--- config.mk ---
export PLATFORM = sky130hd
export DESIGN_NAME = ps2_host_tx
export DESIGN_NICKNAME = d
export VERILOG_FILES = /design/src/rtl/ps2_pkg.sv /design/src/rtl/ps2_line_sync.sv /design/src/rtl/ps2_host_tx.sv
export SDC_FILE = /design/constraint.sdc
export NUM_CORES = 1
export LEC_CHECK = 0
export BUFFER_PORTS_ARGS = -buffer_cell sky130_fd_sc_hd__buf_2
export CAP_MARGIN = 25
export CORE_AREA = 4 4 88 90
export DETAILED_ROUTE_END_ITERATION = 16
export DIE_AREA = 0 0 92 94
export PLACE_DENSITY = 0.71
export SLEW_MARGIN = 0
export SYNTH_ARGS = -nofsm -noshare
export SYNTH_HDL_FRONTEND = slang
export SYNTH_SLANG_ARGS = --single-unit
--- constraint.sdc ---
create_clock -name iClk -period 3.9 [get_ports iClk]
set_input_delay 0.78 -clock iClk [delete_from_list [all_inputs] [get_ports iClk]]
set_output_delay 0.78 -clock iClk [all_outputs]
set_load 0.005 [all_outputs]
--- src/rtl/ps2_pkg.sv ---
// Shared PS/2 definitions: transmitter states, frame layout and
// helpers that turn physical time parameters into system clock cycles.
package ps2_pkg;

   typedef enum logic [2:0] {
      IDLE     = 3'd0,
      INHIBIT  = 3'd1,
      RTS      = 3'd2,
      SEND     = 3'd3,
      ACK      = 3'd4,
      WAIT_REL = 3'd5
   } ps2_state_e;

   localparam int   PS2_FRAME_BITS = 10;
   localparam logic PS2_ACK_BIT    = 1'b0;

   function automatic int unsigned us_to_cyc(input int unsigned clk_hz, input int unsigned us);
      return (clk_hz / 1_000_000) * us;
   endfunction

   function automatic int unsigned ms_to_cyc(input int unsigned clk_hz, input int unsigned ms);
      return (clk_hz / 1000) * ms;
   endfunction

endpackage

--- src/rtl/ps2_line_sync.sv ---
// Two-flop synchronizer for one PS/2 line plus a one-cycle falling-edge strobe.
// Flops reset to 1 (idle line level) so reset never fakes an edge.
module ps2_line_sync (
   input  logic iClk,
   input  logic iRst_n,
   input  logic iLine,
   output logic oSync,
   output logic oFall
);

   logic [1:0] meta_q;
   logic       prev_q;

   always_ff @(posedge iClk or negedge iRst_n) begin
      if (!iRst_n) begin
         meta_q <= 2'b11;
         prev_q <= 1'b1;
      end else begin
         meta_q <= {meta_q[0], iLine};
         prev_q <= meta_q[1];
      end
   end

   assign oSync = meta_q[1];
   assign oFall = prev_q & ~meta_q[1];

endmodule

--- src/rtl/ps2_host_tx.sv ---
// PS/2 host-to-device command transmitter: inhibit, request-to-send, clock
// out a 10-bit frame on device clock falls, then collect the device ACK.
module ps2_host_tx
   import ps2_pkg::*;
#(
   parameter int unsigned CLK_FREQ_HZ = 50_000_000,
   parameter int unsigned INHIBIT_US  = 100,
   parameter int unsigned TIMEOUT_MS  = 15
) (
   input  logic       iClk,
   input  logic       iRst_n,
   input  logic       iStart,
   input  logic [7:0] iData,
   output logic       oBusy,
   output logic       oDone,
   output logic       oError,
   input  logic       iPS2clk,
   input  logic       iPS2data,
   output logic       oPS2clk_oe,
   output logic       oPS2data_oe
);

   localparam int unsigned INH_CYC = us_to_cyc(CLK_FREQ_HZ, INHIBIT_US);
   localparam int unsigned TO_CYC  = ms_to_cyc(CLK_FREQ_HZ, TIMEOUT_MS);
   localparam int          IW      = $clog2(INH_CYC + 1);
   localparam int          TW      = $clog2(TO_CYC + 1);

   ps2_state_e                state_q, state_d;
   logic [PS2_FRAME_BITS-1:0] shreg_q, shreg_d;
   logic [3:0]                bitcnt_q, bitcnt_d;
   logic [IW-1:0]             inh_q, inh_d;
   logic [TW-1:0]             tmr_q, tmr_d;
   logic                      err_pend_q, err_pend_d;
   logic                      busy_q, busy_d;
   logic                      done_q, done_d;
   logic                      err_q, err_d;
   logic                      clk_oe_q, clk_oe_d;
   logic                      data_oe_q, data_oe_d;

   logic clk_s, clk_fall, data_s, data_fall_unused;

   ps2_line_sync u_clk_sync (
      .iClk   (iClk),
      .iRst_n (iRst_n),
      .iLine  (iPS2clk),
      .oSync  (clk_s),
      .oFall  (clk_fall)
   );

   ps2_line_sync u_data_sync (
      .iClk   (iClk),
      .iRst_n (iRst_n),
      .iLine  (iPS2data),
      .oSync  (data_s),
      .oFall  (data_fall_unused)
   );

   always_comb begin
      state_d    = state_q;
      shreg_d    = shreg_q;
      bitcnt_d   = bitcnt_q;
      inh_d      = inh_q;
      tmr_d      = tmr_q;
      err_pend_d = err_pend_q;
      data_oe_d  = data_oe_q;
      done_d     = 1'b0;
      err_d      = err_q;

      case (state_q)
         IDLE: begin
            // busy_q is still high during the oDone cycle, so a start there is dropped
            if (iStart && !busy_q) begin
               shreg_d    = {1'b1, ~^iData, iData};
               err_d      = 1'b0;
               err_pend_d = 1'b0;
               inh_d      = '0;
               state_d    = INHIBIT;
            end
         end
         INHIBIT: begin
            if (inh_q == IW'(INH_CYC - 1)) begin
               state_d   = RTS;
               data_oe_d = 1'b1;
            end else begin
               inh_d = inh_q + 1'b1;
            end
         end
         RTS: begin
            state_d  = SEND;
            bitcnt_d = '0;
            tmr_d    = '0;
         end
         SEND: begin
            if (clk_fall) begin
               data_oe_d = ~shreg_q[0];
               shreg_d   = {1'b0, shreg_q[PS2_FRAME_BITS-1:1]};
               bitcnt_d  = bitcnt_q + 1'b1;
               if (bitcnt_q == 4'(PS2_FRAME_BITS - 1)) state_d = ACK;
            end
         end
         ACK: begin
            if (clk_fall) begin
               err_pend_d = (data_s != PS2_ACK_BIT);
               state_d    = WAIT_REL;
            end
         end
         WAIT_REL: begin
            if (clk_s && data_s) begin
               done_d  = 1'b1;
               err_d   = err_pend_q;
               state_d = IDLE;
            end
         end
         default: state_d = IDLE;
      endcase

      // Timeout overrides anything the device did in the same cycle
      if (state_q inside {SEND, ACK, WAIT_REL}) begin
         tmr_d = tmr_q + 1'b1;
         if (tmr_q == TW'(TO_CYC - 1)) begin
            state_d = IDLE;
            done_d  = 1'b1;
            err_d   = 1'b1;
         end
      end

      if (state_d inside {IDLE, INHIBIT, ACK, WAIT_REL}) data_oe_d = 1'b0;
      clk_oe_d = (state_d == INHIBIT) || (state_d == RTS);
      busy_d   = (state_d != IDLE) || done_d;
   end

   always_ff @(posedge iClk or negedge iRst_n) begin
      if (!iRst_n) begin
         state_q    <= IDLE;
         shreg_q    <= '0;
         bitcnt_q   <= '0;
         inh_q      <= '0;
         tmr_q      <= '0;
         err_pend_q <= 1'b0;
         busy_q     <= 1'b0;
         done_q     <= 1'b0;
         err_q      <= 1'b0;
         clk_oe_q   <= 1'b0;
         data_oe_q  <= 1'b0;
      end else begin
         state_q    <= state_d;
         shreg_q    <= shreg_d;
         bitcnt_q   <= bitcnt_d;
         inh_q      <= inh_d;
         tmr_q      <= tmr_d;
         err_pend_q <= err_pend_d;
         busy_q     <= busy_d;
         done_q     <= done_d;
         err_q      <= err_d;
         clk_oe_q   <= clk_oe_d;
         data_oe_q  <= data_oe_d;
      end
   end

   assign oBusy       = busy_q;
   assign oDone       = done_q;
   assign oError      = err_q;
   assign oPS2clk_oe  = clk_oe_q;
   assign oPS2data_oe = data_oe_q;

endmodule

==> impl_metrics.prom <==
# TYPE chip_impl_metric gauge
chip_impl_info{name="run_status",value="finished, final reports clean"} 1
chip_impl_metric{name="fmax",unit="GHz"} 0.418
chip_impl_metric{name="report.final.hold_viol_count",unit=""} 0
chip_impl_metric{name="timing.final.setup_violations",unit=""} 0
chip_impl_metric{name="synthDominantCellAreaShare",unit=""} 0.453
chip_impl_metric{name="post_synth_instance_area",unit="um2"} 3100
chip_impl_metric{name="comb_power_share",unit=""} 0.173
chip_impl_metric{name="number_of_detailed_routing_iterations_run_before_antenna_repair",unit=""} 5
chip_impl_metric{name="postCtsHoldBufs",unit=""} 0
chip_impl_metric{name="vias_per_cell",unit=""} 5.47
chip_impl_info{name="nature_of_the_critical_path_endpoint",value="flop"} 1
chip_impl_metric{name="timing_max_transition_violations_final",unit=""} 0
chip_impl_metric{name="post-place-ws",unit="ns"} 1.48
chip_impl_info{name="timing_worst_setup_path_type",value="reg2reg"} 1
chip_impl_metric{name="drive_above_1_share",unit=""} 0.120
chip_impl_metric{name="drv.max_cap_violation_count",unit=""} 0
chip_impl_metric{name="tritoncts_num_sinks",unit=""} 61
chip_impl_metric{name="design.final.nets",unit=""} 380
chip_impl_metric{name="cts-root-to-sink-buffers",unit=""} 2
chip_impl_info{name="min_path_type",value="reg2reg"} 1
chip_impl_metric{name="ys_seq_area_frac",unit=""} 0.495
chip_impl_metric{name="clkTransAtPathRegs",unit="ns"} 0.08
chip_impl_metric{name="post-cts-setup-buffers",unit=""} 0
chip_impl_metric{name="yosys_warnings",unit=""} 0
chip_impl_metric{name="setup_ws_post_layout",unit="ns"} 1.51
chip_impl_info{name="worstHoldStart",value="u_clk_sync.meta_q[0]$_DFF_PN1_"} 1
chip_impl_metric{name="avgRoutedWirePerCell",unit="um"} 13.9
chip_impl_info{name="cpLargestDelayFamily",value="simple AND/OR/NAND/NOR gates"} 1
chip_impl_metric{name="critPathMaxStageDelay",unit="ns"} 0.59
chip_impl_metric{name="cellPowerDensity",unit="nW/um2"} 514
chip_impl_metric{name="placementRows",unit=""} 31
chip_impl_metric{name="via_count_of_the_first_global_routing_pass",unit=""} 2492
chip_impl_metric{name="min_clock_period_post_route",unit="ns"} 2.39
chip_impl_metric{name="grt.total_usage",unit=""} 0.166
chip_impl_metric{name="synth-edff-count",unit=""} 0
chip_impl_metric{name="clk_latency",unit="ns"} 0.36
chip_impl_metric{name="vdd.ir_drop.worst",unit="uV"} 163
chip_impl_metric{name="die_height",unit="um"} 94
chip_impl_metric{name="overflow",unit=""} 0
chip_impl_info{name="critPathLaunch",value="state_q[0]$_DFF_PN0_"} 1
chip_impl_metric{name="wire_length_of_the_first_global_routing_pass",unit="mm"} 11.4
chip_impl_metric{name="insertedDiodeCount",unit=""} 0
chip_impl_info{name="critical_path.cell_chain",value="and3b_1, nor2_1, buf_4, or4_1, nand2_1, a21oi_1"} 1
chip_impl_metric{name="tritoncts.num_buffers",unit=""} 9
chip_impl_metric{name="crit_required",unit="ns"} 4.12
chip_impl_metric{name="mapped_avg_cell_area",unit="um2"} 8.95
chip_impl_metric{name="fin_skew",unit="ns"} 0.0150
chip_impl_metric{name="switching_share",unit=""} 0.299
chip_impl_info{name="synth_flop_cell",value="dfrtp_1"} 1
chip_impl_metric{name="drt-total-wl",unit="mm"} 6.50
chip_impl_metric{name="clock_power_share",unit=""} 0.352
chip_impl_metric{name="layout-area-overhead-vs-synth",unit="%"} 12.2
chip_impl_info{name="start_kind",value="flop"} 1
chip_impl_metric{name="synthCells",unit=""} 346
chip_impl_metric{name="filler_cell_count",unit=""} 658
chip_impl_metric{name="final_routed_drc_violation_total",unit=""} 0
chip_impl_metric{name="post-route-period-util",unit=""} 0.614
chip_impl_metric{name="ios",unit=""} 18
chip_impl_metric{name="design.die.area",unit="um2"} 8650
chip_impl_metric{name="slew_headroom",unit=""} 0.408
chip_impl_metric{name="port-buffer-count",unit=""} 17
chip_impl_info{name="yosys-top-cells-count",value="65 x nand2_1, 56 x dfrtp_1, 31 x nor2_1"} 1
chip_impl_metric{name="synthDistinctLibCells",unit=""} 46
chip_impl_info{name="synth.area.top_cells",value="dfrtp_1 45%, nand2_1 7.9%, o21ai_0 4.8%"} 1
chip_impl_metric{name="die_width",unit="um"} 92
chip_impl_metric{name="dpl.hpwl",unit="mm"} 4.40
chip_impl_metric{name="total_switching_power",unit="mW"} 0.535
chip_impl_info{name="timing.critical_path.slowest_stage_cell",value="dfrtp_1"} 1
chip_impl_metric{name="cts.htree.levels",unit=""} 3
chip_impl_metric{name="route.vias.total",unit=""} 2554
chip_impl_info{name="yosysTopAreaCell",value="dfrtp_1"} 1
chip_impl_info{name="cts.root.buffer_cell",value="clkbuf_8"} 1
chip_impl_metric{name="antenna_found_initial",unit=""} 0
chip_impl_metric{name="async_reset_ff_frac",unit=""} 1.00
chip_impl_info{name="rsz0062_at_grt",value="false"} 1
chip_impl_metric{name="place.detailed.instances",unit=""} 450
chip_impl_metric{name="final.hold.worst_slack",unit="ns"} 0.344
chip_impl_metric{name="power.static_leakage",unit="nW"} 1.41
chip_impl_metric{name="pin_count_of_the_biggest_net_entering_global_routing",unit=""} 41
chip_impl_metric{name="initial_core_util",unit=""} 0.439
chip_impl_metric{name="postSynthRegisterBits",unit=""} 61
chip_impl_info{name="post-synth-top-count-cell",value="nand2_1"} 1
chip_impl_metric{name="routabilityCongestion",unit=""} 0.846
chip_impl_metric{name="cts-resized-gates",unit=""} 0
chip_impl_info{name="reg2reg_from",value="state_q[0]$_DFF_PN0_"} 1
chip_impl_metric{name="synth.net_count",unit=""} 363
chip_impl_metric{name="finish.cell_count_without_fillers",unit=""} 467
chip_impl_metric{name="ant_nets",unit=""} 0
chip_impl_info{name="tritoncts",value="built"} 1
chip_impl_metric{name="fin_setup_tns",unit="ns"} 0
chip_impl_metric{name="crit_path_max_fanout",unit=""} 16
chip_impl_metric{name="cp.arrival",unit="ns"} 2.62
chip_impl_metric{name="power_frac_seq",unit=""} 0.474
chip_impl_metric{name="worst-path-buf-inv",unit=""} 1
chip_impl_metric{name="first_iter_violations",unit=""} 141
chip_impl_metric{name="core",unit="um2"} 7060
chip_impl_metric{name="max_slew.worst_pin.slew",unit="ns"} 0.888
chip_impl_metric{name="final_core_utilization",unit=""} 0.492
chip_impl_metric{name="cellInternalPower",unit="mW"} 1.25
[registers in the layout, summed over array words and instances (netlist names)]
signal and count:
oPS2data_oe 1, oBusy 1, shreg_q 10, oDone 1, state_q 3, oPS2clk_oe 1, u_clk_sync.prev_q 1, tmr_q 20
bitcnt_q 4, err_pend_q 1, oError 1, u_clk_sync.meta_q 2, u_data_sync.meta_q 2, inh_q 13
[per-layer routing]
metal | vias up | part of all wire | global-route usage
met3 | 16 | 0.035 | 0.0449
li1 | 1271 | - | -
met1 | 1227 | 0.45 | 0.204
met4 | 0 | 0.023 | 0.0866
met2 | 40 | 0.49 | 0.269
met5 | - | 0 | 0
[cells in the final DEF, fill, tap and decap left out, drive strengths merged, types with 2 or more instances in the layout]
master and count:
and3 3, o31ai 5, nand2 65, dfstp 5, xor2 3, and2 2, nor4 4, nand2b 5
nand4 10, buf 20, o21ai 30, nor3 9, nor2b 4, inv 8, nor2 33, o211ai 2
a22o 2, bufinv 2, or4 4, o41ai 2, a21oi 13, nand3 15, clkbuf 12, or3 2
dfrtp 56, xnor2 11, ha 4, nor3b 2, mux2i 3, a31oi 17, o311ai 2, and4 2
[final timing paths]
| path | to | slack [ns] | cells past startpoint |
|---|---|---|---|
| max | state_q[0]$_DFF_PN0_ | 1.51 | 6 |
| min | u_clk_sync.meta_q[1]$_DFF_PN1_ | 0.34 | 0 |
| max reg2reg | state_q[0]$_DFF_PN0_ | 1.51 | 6 |
| min reg2reg | u_clk_sync.meta_q[1]$_DFF_PN1_ | 0.34 | 0 |
| max in group asynchronous | u_data_sync.meta_q[1]$_DFF_PN1_ | 2.47 | 2 |
| min in group asynchronous | inh_q[7]$_DFFE_PN0P_ | 0.54 | 1 |
[per-stage QoR]
step           power (mW)  area [um2]
6_report             1.79        3480
2_1_floorplan        1.08        3100
3_3_place_gp         1.15        3250
5_1_grt              1.89        3480
4_1_cts              1.80        3470
3_5_place_dp         1.17        3250
[final cells by class]
class / instances / area, um2 / share of cell area
Sequential cell: 61 / 1530 / 0.441
Multi-Input combinational cell: 263 / 1460 / 0.421
Clock buffer: 12 / 145 / 0.0418
Tap cell: 99 / 124 / 0.0356
Timing Repair Buffer: 20 / 108 / 0.0310
Clock inverter: 4 / 72.6 / 0.0209
Inverter: 8 / 30.0 / 0.00864
[power groups by stage]
| stage | logic (mW) | clock network [mW] | registers, mW |
|---|---|---|---|
| finish | 0.310 | 0.630 | 0.848 |
| global route | 0.356 | 0.668 | 0.868 |
| CTS | 0.314 | 0.638 | 0.847 |
| detailed placement | 0.310 | 0 | 0.858 |
| global placement | 0.298 | 0 | 0.853 |
| floorplan | 0.254 | 0 | 0.824 |
[kinds of logic after synthesis]
group | count (synthesis) | synth area share
muxes | 3 | 0.00970
adders and majority gates | 4 | 0.0162
xor gates and xnor gates | 14 | 0.0396
buffers and inverters | 22 | 0.0323
and+or+nand+nor | 164 | 0.257
AOI/OAI and AO/OA | 78 | 0.150
DFF | 61 | 0.495
Note: power is estimated with default switching activity, not from simulation.
